$ cat config.mk
export PLATFORM = sky130hd
export DESIGN_NAME = instruction_fetch_flat
export DESIGN_NICKNAME = d
export VERILOG_FILES = /design/src/rtl/instruction_fetch_if.sv /design/src/rtl/instruction_fetch.sv /design/src/flat_wrapper.sv
export SDC_FILE = /design/constraint.sdc
export NUM_CORES = 1
export LEC_CHECK = 0
export ABC_AREA = 1
export CORE_MARGIN = 2
export CORE_UTILIZATION = 55
export DETAILED_ROUTE_END_ITERATION = 7
export PLACE_DENSITY = 0.94
export SYNTH_ARGS = -nofsm -noshare
export SYNTH_HDL_FRONTEND = slang
export SYNTH_SLANG_ARGS = --single-unit
$ cat constraint.sdc
create_clock -name f_clk -period 2.65 [get_ports f_clk]
set_clock_uncertainty 0.2 [all_clocks]
set_input_delay 0.53 -clock f_clk [delete_from_list [all_inputs] [get_ports f_clk]]
set_output_delay 0.53 -clock f_clk [all_outputs]
set_load 0.02 [all_outputs]
$ cat src/rtl/instruction_fetch_if.sv
// Instruction-memory request/response bus for the fetch stage.
// The fetch stage is the master: it drives the one-cycle request pulse and
// the address; memory answers with a one-cycle ack carrying the word.
interface instruction_fetch_if #(
  parameter int unsigned IWIDTH       = 32,
  parameter int unsigned AWIDTH_INSTR = 32
);
  logic                    f_o_syn;
  logic [AWIDTH_INSTR-1:0] f_o_addr_instr;
  logic [IWIDTH-1:0]       f_i_instr;
  logic                    f_i_ack;

  modport master (
    output f_o_syn,
    output f_o_addr_instr,
    input  f_i_instr,
    input  f_i_ack
  );

  modport slave (
    input  f_o_syn,
    input  f_o_addr_instr,
    output f_i_instr,
    output f_i_ack
  );
endinterface

$ cat src/rtl/instruction_fetch.sv
// Front-end fetch stage: owns the fetch pointer, keeps at most one read in
// flight on the instruction-memory bus, and hands each returned word with
// its PC to the decoder. Handles downstream stall (one-entry skid buffer),
// ALU redirect and pipeline flush.
// Optional build macro FETCH_ALIGN_CHECK_EN: word-aligns redirect targets.
module instruction_fetch #(
  parameter int unsigned          IWIDTH       = 32,
  parameter int unsigned          AWIDTH_INSTR = 32,
  parameter int unsigned          PC_WIDTH     = 32,
  parameter logic [PC_WIDTH-1:0]  RESET_PC     = '0
) (
  input  logic                f_clk,
  input  logic                f_rst,
  instruction_fetch_if.master mem,
  output logic [IWIDTH-1:0]   f_o_instr,
  output logic [PC_WIDTH-1:0] f_pc,
  output logic                f_o_ce,
  input  logic                f_i_ce,
  input  logic                f_i_stall,
  output logic                f_o_stall,
  input  logic                f_i_flush,
  output logic                f_o_flush,
  input  logic                f_change_pc,
  input  logic [PC_WIDTH-1:0] f_alu_pc_value
);

  // Request tracking: IDLE = nothing in flight, PEND = response expected,
  // DROP = response expected but must be discarded.
  typedef enum logic [1:0] {
    S_IDLE,
    S_PEND,
    S_DROP
  } state_t;

  state_t              state;
  logic [PC_WIDTH-1:0] ptr;
  logic                syn_q;
  logic                skid_valid;
  logic [IWIDTH-1:0]   skid_instr;
  logic [PC_WIDTH-1:0] skid_pc;

  logic                pending;
  logic                drop;
  logic                accept;
  logic                issue;
  logic [PC_WIDTH-1:0] redirect_pc;

`ifdef FETCH_ALIGN_CHECK_EN
  assign redirect_pc = {f_alu_pc_value[PC_WIDTH-1:2], 2'b00};
`else
  assign redirect_pc = f_alu_pc_value;
`endif

  assign pending = (state != S_IDLE);
  assign drop    = (state == S_DROP);

  // Handshake decode: accept a live response, and decide whether a new
  // request may go out this cycle (back-to-back with an accept is allowed).
  always_comb begin
    accept = mem.f_i_ack & pending & ~drop;
    issue  = f_i_ce & ~f_i_stall & ~f_i_flush & ~f_change_pc & ~skid_valid
           & (~pending | accept);
  end

  assign f_o_stall   = f_i_stall | skid_valid | (pending & ~mem.f_i_ack);
  assign mem.f_o_syn = syn_q;

  if (AWIDTH_INSTR > PC_WIDTH) begin : g_addr_ext
    assign mem.f_o_addr_instr = {{(AWIDTH_INSTR-PC_WIDTH){1'b0}}, ptr};
  end else begin : g_addr_trunc
    assign mem.f_o_addr_instr = ptr[AWIDTH_INSTR-1:0];
  end

  // Fetch state machine: pointer, request pulse, outputs and skid buffer.
  always_ff @(posedge f_clk) begin
    if (!f_rst) begin
      state      <= S_IDLE;
      ptr        <= RESET_PC;
      syn_q      <= 1'b0;
      f_o_ce     <= 1'b0;
      f_o_flush  <= 1'b0;
      f_o_instr  <= '0;
      f_pc       <= '0;
      skid_valid <= 1'b0;
      skid_instr <= '0;
      skid_pc    <= '0;
    end else begin
      syn_q     <= issue;
      f_o_flush <= f_i_flush;
      if (f_change_pc) begin
        // A response landing in the redirect cycle is simply discarded.
        ptr        <= redirect_pc;
        f_o_ce     <= 1'b0;
        skid_valid <= 1'b0;
        state      <= (pending && !mem.f_i_ack) ? S_DROP : S_IDLE;
      end else if (f_i_flush) begin
        // Pointer is left alone so the discarded address is fetched again.
        f_o_ce     <= 1'b0;
        skid_valid <= 1'b0;
        state      <= (pending && !mem.f_i_ack) ? S_DROP : S_IDLE;
      end else begin
        if (issue) begin
          state <= S_PEND;
        end else if (pending && mem.f_i_ack) begin
          state <= S_IDLE;
        end

        if (accept) begin
          ptr <= ptr + PC_WIDTH'(4);
          if (!f_o_ce || !f_i_stall) begin
            f_o_instr <= mem.f_i_instr;
            f_pc      <= ptr;
            f_o_ce    <= 1'b1;
          end else begin
            skid_instr <= mem.f_i_instr;
            skid_pc    <= ptr;
            skid_valid <= 1'b1;
          end
        end else if (!f_i_stall) begin
          if (skid_valid) begin
            f_o_instr  <= skid_instr;
            f_pc       <= skid_pc;
            f_o_ce     <= 1'b1;
            skid_valid <= 1'b0;
          end else begin
            f_o_ce <= 1'b0;
          end
        end
      end
    end
  end

endmodule

$ cat src/flat_wrapper.sv
// flat-port wrapper written by rule: the top's interface ports become plain ports
module instruction_fetch_flat 
#(
  parameter int unsigned          IWIDTH       = 32,
  parameter int unsigned          AWIDTH_INSTR = 32,
  parameter int unsigned          PC_WIDTH     = 32,
  parameter logic [PC_WIDTH-1:0]  RESET_PC     = '0
)
  (f_clk, f_rst, f_o_instr, f_pc, f_o_ce, f_i_ce, f_i_stall, f_o_stall, f_i_flush, f_o_flush, f_change_pc, f_alu_pc_value, mem_f_o_syn, mem_f_o_addr_instr, mem_f_i_instr, mem_f_i_ack);
  instruction_fetch_if #(.IWIDTH(IWIDTH), .AWIDTH_INSTR(AWIDTH_INSTR)) mem_i ();
  input  logic f_clk;
  input  logic f_rst;
  output logic [IWIDTH-1:0] f_o_instr;
  output logic [PC_WIDTH-1:0] f_pc;
  output logic f_o_ce;
  input  logic f_i_ce;
  input  logic f_i_stall;
  output logic f_o_stall;
  input  logic f_i_flush;
  output logic f_o_flush;
  input  logic f_change_pc;
  input  logic [PC_WIDTH-1:0] f_alu_pc_value;
  output wire logic [$bits(mem_i.f_o_syn)-1:0] mem_f_o_syn;
  output wire logic [$bits(mem_i.f_o_addr_instr)-1:0] mem_f_o_addr_instr;
  input wire logic [$bits(mem_i.f_i_instr)-1:0] mem_f_i_instr;
  input wire logic [$bits(mem_i.f_i_ack)-1:0] mem_f_i_ack;
  assign mem_f_o_syn = mem_i.f_o_syn;
  assign mem_f_o_addr_instr = mem_i.f_o_addr_instr;
  assign mem_i.f_i_instr = mem_f_i_instr;
  assign mem_i.f_i_ack = mem_f_i_ack;
  instruction_fetch #(.IWIDTH(IWIDTH), .AWIDTH_INSTR(AWIDTH_INSTR), .PC_WIDTH(PC_WIDTH), .RESET_PC(RESET_PC)) u_core (.f_clk(f_clk), .f_rst(f_rst), .mem(mem_i), .f_o_instr(f_o_instr), .f_pc(f_pc), .f_o_ce(f_o_ce), .f_i_ce(f_i_ce), .f_i_stall(f_i_stall), .f_o_stall(f_o_stall), .f_i_flush(f_i_flush), .f_o_flush(f_o_flush), .f_change_pc(f_change_pc), .f_alu_pc_value(f_alu_pc_value));
endmodule
# After elaboration in Yosys (flattened, before gate mapping)
# Cells that the tools add are included.
[op_classes] eq_ne=5 reduce_logical=16 add_sub_neg=1 n_mux=23 bitwise=20
[ops] cell="32-bit 2-to-1 mux" n=11
[ops] cell="32-bit by 3-bit adder with 32-bit output (second input constant)" n=1
[ops] cell="2-bit 2-to-1 mux" n=5
[ops] cell="1-bit NOT" n=9
[ops] cell="1-bit bitwise AND" n=8
[ops] cell="1-bit 2-to-1 mux" n=7
[ops] cell="2-bit AND reduction" n=3
[ops] cell="2-bit nonzero test" n=3
[ops] cell="5-bit AND reduction" n=1
[ops] cell="2-bit by 1-bit != test with 1-bit output (second input constant)" n=2
[ops] cell="2-bit != test (second input constant)" n=2
[ops] cell="4-bit AND reduction" n=1
[ops] cell="4-bit nonzero test" n=1
[ops] cell="1-bit logical NOT" n=3
[ops] cell="1-bit OR" n=3
[ops] cell="3-bit OR reduction" n=1
[ops] cell="2-bit equality test (second input constant)" n=1
[ops] cell="1-bit logical AND" n=2
[ops] cell="1-bit logical OR" n=1
[word_totals] register_bits=166 in_bits=71 out_inout_bits=100

# Depth between registers and ports, before layout
# Gate-level depths: netlist of run 1.
[logic_depth] word_depth=9 mapped_depth=10 mapped_depth_nobuf=10

# Least setup slack after synthesis of run 1
# OpenSTA, ideal clock, no wires.
[synth_path] kind="reg-to-reg" startpoint="register u_core.ptr[3], in the netlist u_core.mem.f_o_addr_instr[3]" endpoint="register u_core.ptr[30], in the netlist u_core.mem.f_o_addr_instr[30]" arrival_ns=1.520 setup_ns=0.109 path_stages_with_launch=11 synth_period_minus_slack_ns=1.829 setup_slack_ns=0.821 path_cell_list="dfxtp_1 -> ha_1 -> nand2_1 -> nor2_1 -> nand2_1 -> nor2_1 -> nand3_1 -> nand2_1 -> nand3_1 -> nand2_1 -> inv_1"
[synth_between] elab_chain_len=4
[synth_rtl] item="from (decl)" line="instruction_fetch.sv:36" source="logic [PC_WIDTH-1:0] ptr;"
[synth_rtl] item="from (signal assigned)" line="instruction_fetch.sv:92" source="ptr <= redirect_pc;"
[synth_rtl] item="from (signal assigned)" line="instruction_fetch.sv:109" source="ptr <= ptr + PC_WIDTH'(4);"
[synth_rtl] item="32-bit by 3-bit adder with 32-bit output" line="instruction_fetch.sv:109"
[synth_rtl] item="32-bit 2-to-1 mux" line="instruction_fetch.sv:108" source="if (accept) begin"
[synth_rtl] item="32-bit 2-to-1 mux" line="instruction_fetch.sv:96" source="end else if (f_i_flush) begin"
[synth_rtl] item="32-bit 2-to-1 mux" line="instruction_fetch.sv:90" source="if (f_change_pc) begin"
# No other way between the ends. The select of a mux whose other input is x is not followed.
# A chain may end at the register's enable or synchronous reset.

# Worst setup path in the final report of run 1
[layout_path] startpoint="input port mem_f_i_ack" endpoint="output port f_o_stall"
[layout_between] elab_chain_len=3
[layout_rtl] item="from (decl)" line="flat_wrapper.sv:26" source="input wire logic [$bits(mem_i.f_i_ack)-1:0] mem_f_i_ack;"
[layout_rtl] item="1-bit NOT" line="instruction_fetch.sv:65" source="assign f_o_stall = f_i_stall | skid_valid | (pending & ~mem.f_i_ack);"
[layout_rtl] item="1-bit bitwise AND" line="instruction_fetch.sv:65"
[layout_rtl] item="1-bit OR" line="instruction_fetch.sv:65"
[layout_rtl] item="to (decl)" line="flat_wrapper.sv:18" source="output logic f_o_stall;"
# No other way between the ends.

==> impl_metrics.ini, run 1 <==
[run_status]
status = completed

[detailed_routing]
routed_wl_um = 19800
vias = 7515
drc = 0
routedWlPerCell_um = 13.8
antenna_left = 0
drtIter0Drc = 758
via_per_inst = 5.25
firstDrtPassIters = 6

[worst_setup_path]
crit_type = in2out
cp_common_cell = clkdlybuf4s50_1
cp_max_fo = 2
endpoint_kind = output pin
max_stage_delay_ns = 0.60
crit_chain = clkdlybuf4s50_1 -> a21oi_1 -> nand3b_1 -> clkdlybuf4s50_1
crit_slowest_cell = clkdlybuf4s50_1
worstPathRequired_ns = 1.92
arrival_ns = 1.90
start_kind = primary input
crit_family = buffers and inverters
path_buf_inv = 2

[synthesis]
synthAdderAreaFrac_pct = 0.163
synth_cells = 1100
synth_area_sq_um = 7660
ys_ff_latch = 166
synth_top_family_by_area = compound AO/OA/AOI/OAI gates
synth_compound_area_share_pct = 25.0
synth_cell_types = 30
ys_warn_count = 0
synth.area.mux_share_pct = 0
synthSimpleGateAreaFrac_pct = 15.9
syn_nets = 1172
synth-xor-area-share_pct = 1.49
syn_area_per_cell_sq_um = 6.97
yosysSeqAreaShare_pct = 43.4

[floorplan]
rows = 43
pin_count = 171
initial_utilization_pct = 55.9
die_area_sq_um = 14900
die_height_um = 122
die_x_um = 122
coreArea_sq_um = 13700

[power]
leakage_nw = 3.50
power_density_nw_per_um2 = 558
peakVddDrop_v = 0.000425

[clock_network]
post_cts_resized = 0
cts_buffer_depth = 2
cts_hold_buffers = 0
worstSkewPairLatency_ns = 0.42
htreeDepth = 4
cts.clk_slew.worst_paths_ns = 0.06
clock-sinks = 166
cts_tree = done
numCtsBuffers = 17
post_cts_buffers = 0
ctsRootBufferMaster = clkbuf_16

[finish]
utilization_pct = 73.0
layout_common_cells = inv_1 (178), nand2_1 (175), clkdlybuf4s50_1 (169)
drive_gt1_share_pct = 5.03
n_antenna_cell = 0
final_common_cell = inv_1
area_growth_pct = 30.7
layout.nets = 1312

[timing]
clock.fmax_mhz = 380
hold_violations = 0
finalCriticalPeriod_ns = 2.63
fin_setup_tns_ns = 0
drv_slew = 0
rsz0062_at_grt = no
tightest_slew_ns = 0.452
setup_viol = 0
timing.final.crit_share_pct = 99.3
maxSlewHeadroom_pct = 69.8

[global_routing]
antenna_found_initial = 0
first_global_vias = 6763
grt_use_total_pct = 26.8
grt_max_degree = 65
gr-total-overflow = 0
grt_pass1_wl_um = 32000

[flow_run]
max_cap_viol_count = 0

[place]
place.gp.congestion = 0.885
hpwl_um = 14100
io_buffers = 170

[worst_hold_path]
min_path_type = reg2reg
==> sequential cells by signal, indices dropped and copies added, names as in the netlist, 2 cells and up <==
register                   flops
u_core.f_o_instr              32
u_core.f_pc                   32
u_core.mem.f_o_addr_instr     32
u_core.skid_instr             32
u_core.skid_pc                32
u_core.state                   2
==> path summary, 6_finish.rpt <==
path / start / endpoint / slack (ns) / cells past startpoint
worst min-delay path: u_core.skid_pc[18] / u_core.skid_pc[18] / 0.24 / 2
worst max-delay path: mem_f_i_ack / f_o_stall / 0.02 / 4
worst min register to register: u_core.skid_pc[18] / u_core.skid_pc[18] / 0.24 / 2
worst max register to register: u_core.mem.f_o_addr_instr[3] / u_core.mem.f_o_addr_instr[20] / 0.63 / 10
==> synth_stat cells <==
master / number / share of area [%]
inv_1: 178 / 8.7
nand2_1: 175 / 8.6
dfxtp_1: 166 / 43
a21oi_1: 156 / 10
o21ai_0: 150 / 9.8
o21ai_1: 68 / 4.4
nor2_1: 65 / 3.2
nand3_1: 31 / 2.0
clkbuf_1: 26 / 1.3
buf_2: 18 / 1.2
buf_6: 13 / 1.9
xor2_1: 13 / 1.5
buf_4: 9 / 0.88
nand4_1: 5 / 0.41
a31oi_1: 4 / 0.33
nand2_2: 3 / 0.24
nor2_4: 3 / 0.44
inv_2: 2 / 0.098
nand3_2: 2 / 0.26
nor2_2: 2 / 0.16
nor3_1: 2 / 0.13
a211oi_1: 1 / 0.098
a22oi_1: 1 / 0.098
and2_1: 1 / 0.082
buf_1: 1 / 0.049
ha_1: 1 / 0.16
nand3b_1: 1 / 0.098
nor3_2: 1 / 0.13
nor3b_1: 1 / 0.098
or2_2: 1 / 0.082
==> report_power, final <==
group / switching, W / internal (W) / leakage, nW / total, W
clock: 0.000958 / 0.00155 / 0.292 / 0.00250
sequential: 0.0000619 / 0.00253 / 1.34 / 0.00260
combinational: 0.000257 / 0.000233 / 1.86 / 0.000491
total: 0.00128 / 0.00431 / 3.50 / 0.00559
==> cells by family (layout without fill, tap and decap cells) <==
logic type | count (synthesis) | in the layout
DFF | 166 | 166
xor gates and xnor gates | 13 | 13
buffers and inverters | 247 | 399
adders and majority gates | 1 | 1
and+or+nand+nor | 293 | 293
AOI/OAI and AO/OA | 380 | 380
==> through the flow <==
step / cell area (sq um) / hold slack, ns / setup WS (ns) / instances / power [W]
final: 10000 / 0.244 / 0.0190 / 1432 / 0.00559
after global routing: 10000 / 0.264 / 0.00146 / 1432 / 0.00577
after CTS: 10000 / 0.245 / 0.0426 / 1432 / 0.00560
after detailed placement: 9410 / 0.234 / 0.0419 / 1401 / 0.00313
after global placement: 9410 / 0.230 / 0.113 / 1401 / 0.00312
after floorplan: 7660 / 0.224 / 0.821 / 1100 / 0.00287
==> final cells by class <==
class                      count  area (sq um)
sequential                   166          3320
tap                          180           225
fill                        1064          3710
clock inverter                 9           125
inverter                     180           676
timing repair buffer         188          1910
clock buffer                  22           474
multi-input combinational    687          3280
==> worst min-delay path, stage by stage (launching register included) <==
cell and delay (ns):
dfxtp_1 0.31, inv_1 0.05, a21oi_1 0.05
==> per-layer routing <==
metal  GRT usage (%)  routed length [um]
met1            35.3                8480
met2            44.0                9430
met3            4.63                1520
met4            10.3                 388
met5               0                   0
No activity file was read; power rests on OpenSTA's default activity.
==> inputs of run 2 (changes only) <==
--- a/config.mk
+++ b/config.mk
@@ -9,7 +9,8 @@
 export CORE_MARGIN = 2
 export CORE_UTILIZATION = 55
 export DETAILED_ROUTE_END_ITERATION = 7
-export PLACE_DENSITY = 0.94
+export DONT_BUFFER_PORTS = 1
+export PLACE_DENSITY = 0.78
 export SYNTH_ARGS = -nofsm -noshare
 export SYNTH_HDL_FRONTEND = slang
 export SYNTH_SLANG_ARGS = --single-unit
==> run 2 against run 1 <==
  * Register-to-register slack got worse by 0.06 ns
  * Largest cell class unchanged
  * Combinational power fell by 53%
  * Fmax rose by 27%
  * Worst hold slack got worse by 0.20 ns
  * Setup slack improved by 0.55 ns
  * Final area fell by 18%
  * Largest power group unchanged
  * Critical endpoint is now u_core.mem.f_o_addr_instr[30]
==> impl_metrics.ini, run 2 (synthesis gave the netlist of run 1 again) <==
[timing]
hold_slack_ns = 0.0463
hold_violations = 0
rsz0062_at_grt = no
clock.fmax_mhz = 481
maxSlewHeadroom_pct = 62.5
fin_setup_tns_ns = 0
setup_viol = 0
tightest_slew_ns = 0.561
drv_slew = 0
finalCriticalPeriod_ns = 2.08
timing.final.crit_share_pct = 78.4

[detailed_routing]
drtIter0Drc = 554
vias = 6626
antenna_left = 0
routed_wl_um = 17900
drc = 0
firstDrtPassIters = 5
via_per_inst = 5.27
routedWlPerCell_um = 14.2

[global_routing]
grt_pass1_wl_um = 28500
grt_max_degree = 141
gr-total-overflow = 0
antenna_found_initial = 0
grt_use_total_pct = 23.9
first_global_vias = 5676

[worst_setup_path]
endpoint_kind = flip-flop
r2r_start = u_core.mem.f_o_addr_instr[12]
crit_type = reg2reg
cp_max_fo = 6
r2r-end = u_core.mem.f_o_addr_instr[30]
worstSetupStartpoint = u_core.mem.f_o_addr_instr[12]
crit_end = u_core.mem.f_o_addr_instr[30]
regToRegSetupSlack_ns = 0.57
arrival_ns = 2.20
worstPathRequired_ns = 2.77
start_kind = flip-flop
r2r_cells = 9

[power]
peakVddDrop_v = 0.000410
power_density_nw_per_um2 = 640
leakage_nw = 2.83

[finish]
area_growth_pct = 7.40
n_fill_cell = 1291
drive_gt1_share_pct = 5.11
layout_common_cells = inv_1 (178), nand2_1 (175), dfxtp_1 (166)
stdcell_count = 1257
n_antenna_cell = 0
layout.nets = 1137
final_common_cell = inv_1

[place]
hpwl_um = 12300
place.gp.congestion = 0.940
dp.cells = 1225
io_buffers = 0

[floorplan]
initial_utilization_pct = 55.9
coreArea_sq_um = 13700
die_x_um = 122
rows = 43
die_area_sq_um = 14900
die_height_um = 122
pin_count = 171

[clock_network]
post_cts_resized = 0
htreeDepth = 4
cts.clk_slew.worst_paths_ns = 0.06
clock-sinks = 166
numCtsBuffers = 17
worstSkewPairLatency_ns = 0.42
cts_buffer_depth = 2
ctsRootBufferMaster = clkbuf_16
cts_tree = done

[run_status]
status = completed

[flow_run]
max_cap_viol_count = 0

[worst_hold_path]
min_path_type = in2reg
## run 2: final cells by class
cell class	count	area (sq um)	share of cell area [%]
sequential	166	3320	40.4
clock inverter	8	98.8	1.20
tap	180	225	2.74
multi-input combinational	687	3280	39.8
clock buffer	23	478	5.81
inverter	180	676	8.21
timing repair buffer	13	150	1.82
## run 2: power breakdown
part	switching [W]	internal (W)	total (W)	leakage (nW)
Combinational	0.000148	0.0000824	0.000230	1.21
Sequential	0.0000984	0.00253	0.00263	1.34
Clock	0.000953	0.00145	0.00241	0.279
Total	0.00120	0.00407	0.00527	2.83
## run 2: repair_timing
action / CTS / global route
hold buffers: 1 / 0
endpoints found under the hold margin: 1 / 0
buffers inserted: 0 / 0
endpoints found under the setup margin: 0 / 0
## run 2: worst min path at each step
stage | slack, ns | to | start | cells after the start
finish | 0.05 | u_core.mem.f_o_addr_instr[0] | f_alu_pc_value[0] | 2
global route | 0.05 | u_core.mem.f_o_addr_instr[0] | f_alu_pc_value[0] | 2
CTS | 0.03 | u_core.f_o_flush | f_rst | 2
detailed placement | 0.23 | u_core.skid_pc[27] | u_core.skid_pc[27] | 2
global placement | 0.23 | u_core.skid_pc[11] | u_core.skid_pc[11] | 2
floorplan | 0.22 | u_core.skid_pc[22] | u_core.skid_pc[22] | 2
## run 2: per-layer routing
| layer | vias to the layer above | share of wire, % | GRT usage [%] |
|---|---|---|---|
| met1 | 2895 | 45 | 33.0 |
| met2 | 241 | 44 | 35.4 |
| li1 | 3460 | - | - |
| met5 | - | 0 | 0 |
| met4 | 0 | 1.9 | 7.18 |
| met3 | 30 | 9.5 | 8.10 |
## run 2: critical path: stages, from the launching register on
cell	delay, ns
dfxtp_1	0.62
nand2_1	0.18
nor2_1	0.27
inv_1	0.07
nor2_1	0.23
nand3_1	0.11
nand2_1	0.09
nand3_1	0.09
nand2_1	0.08
inv_1	0.03
## run 2: metrics by stage
step	setup WS, ns	total power [W]	instance area [sq um]	util [%]
after global placement	0.651	0.00291	7640	55.7
after CTS	0.583	0.00533	8230	60.0
after floorplan	0.821	0.00287	7660	-
final	0.571	0.00527	8230	60.0
after detailed placement	0.606	0.00291	7640	55.7
after global routing	0.329	0.00548	8230	60.0
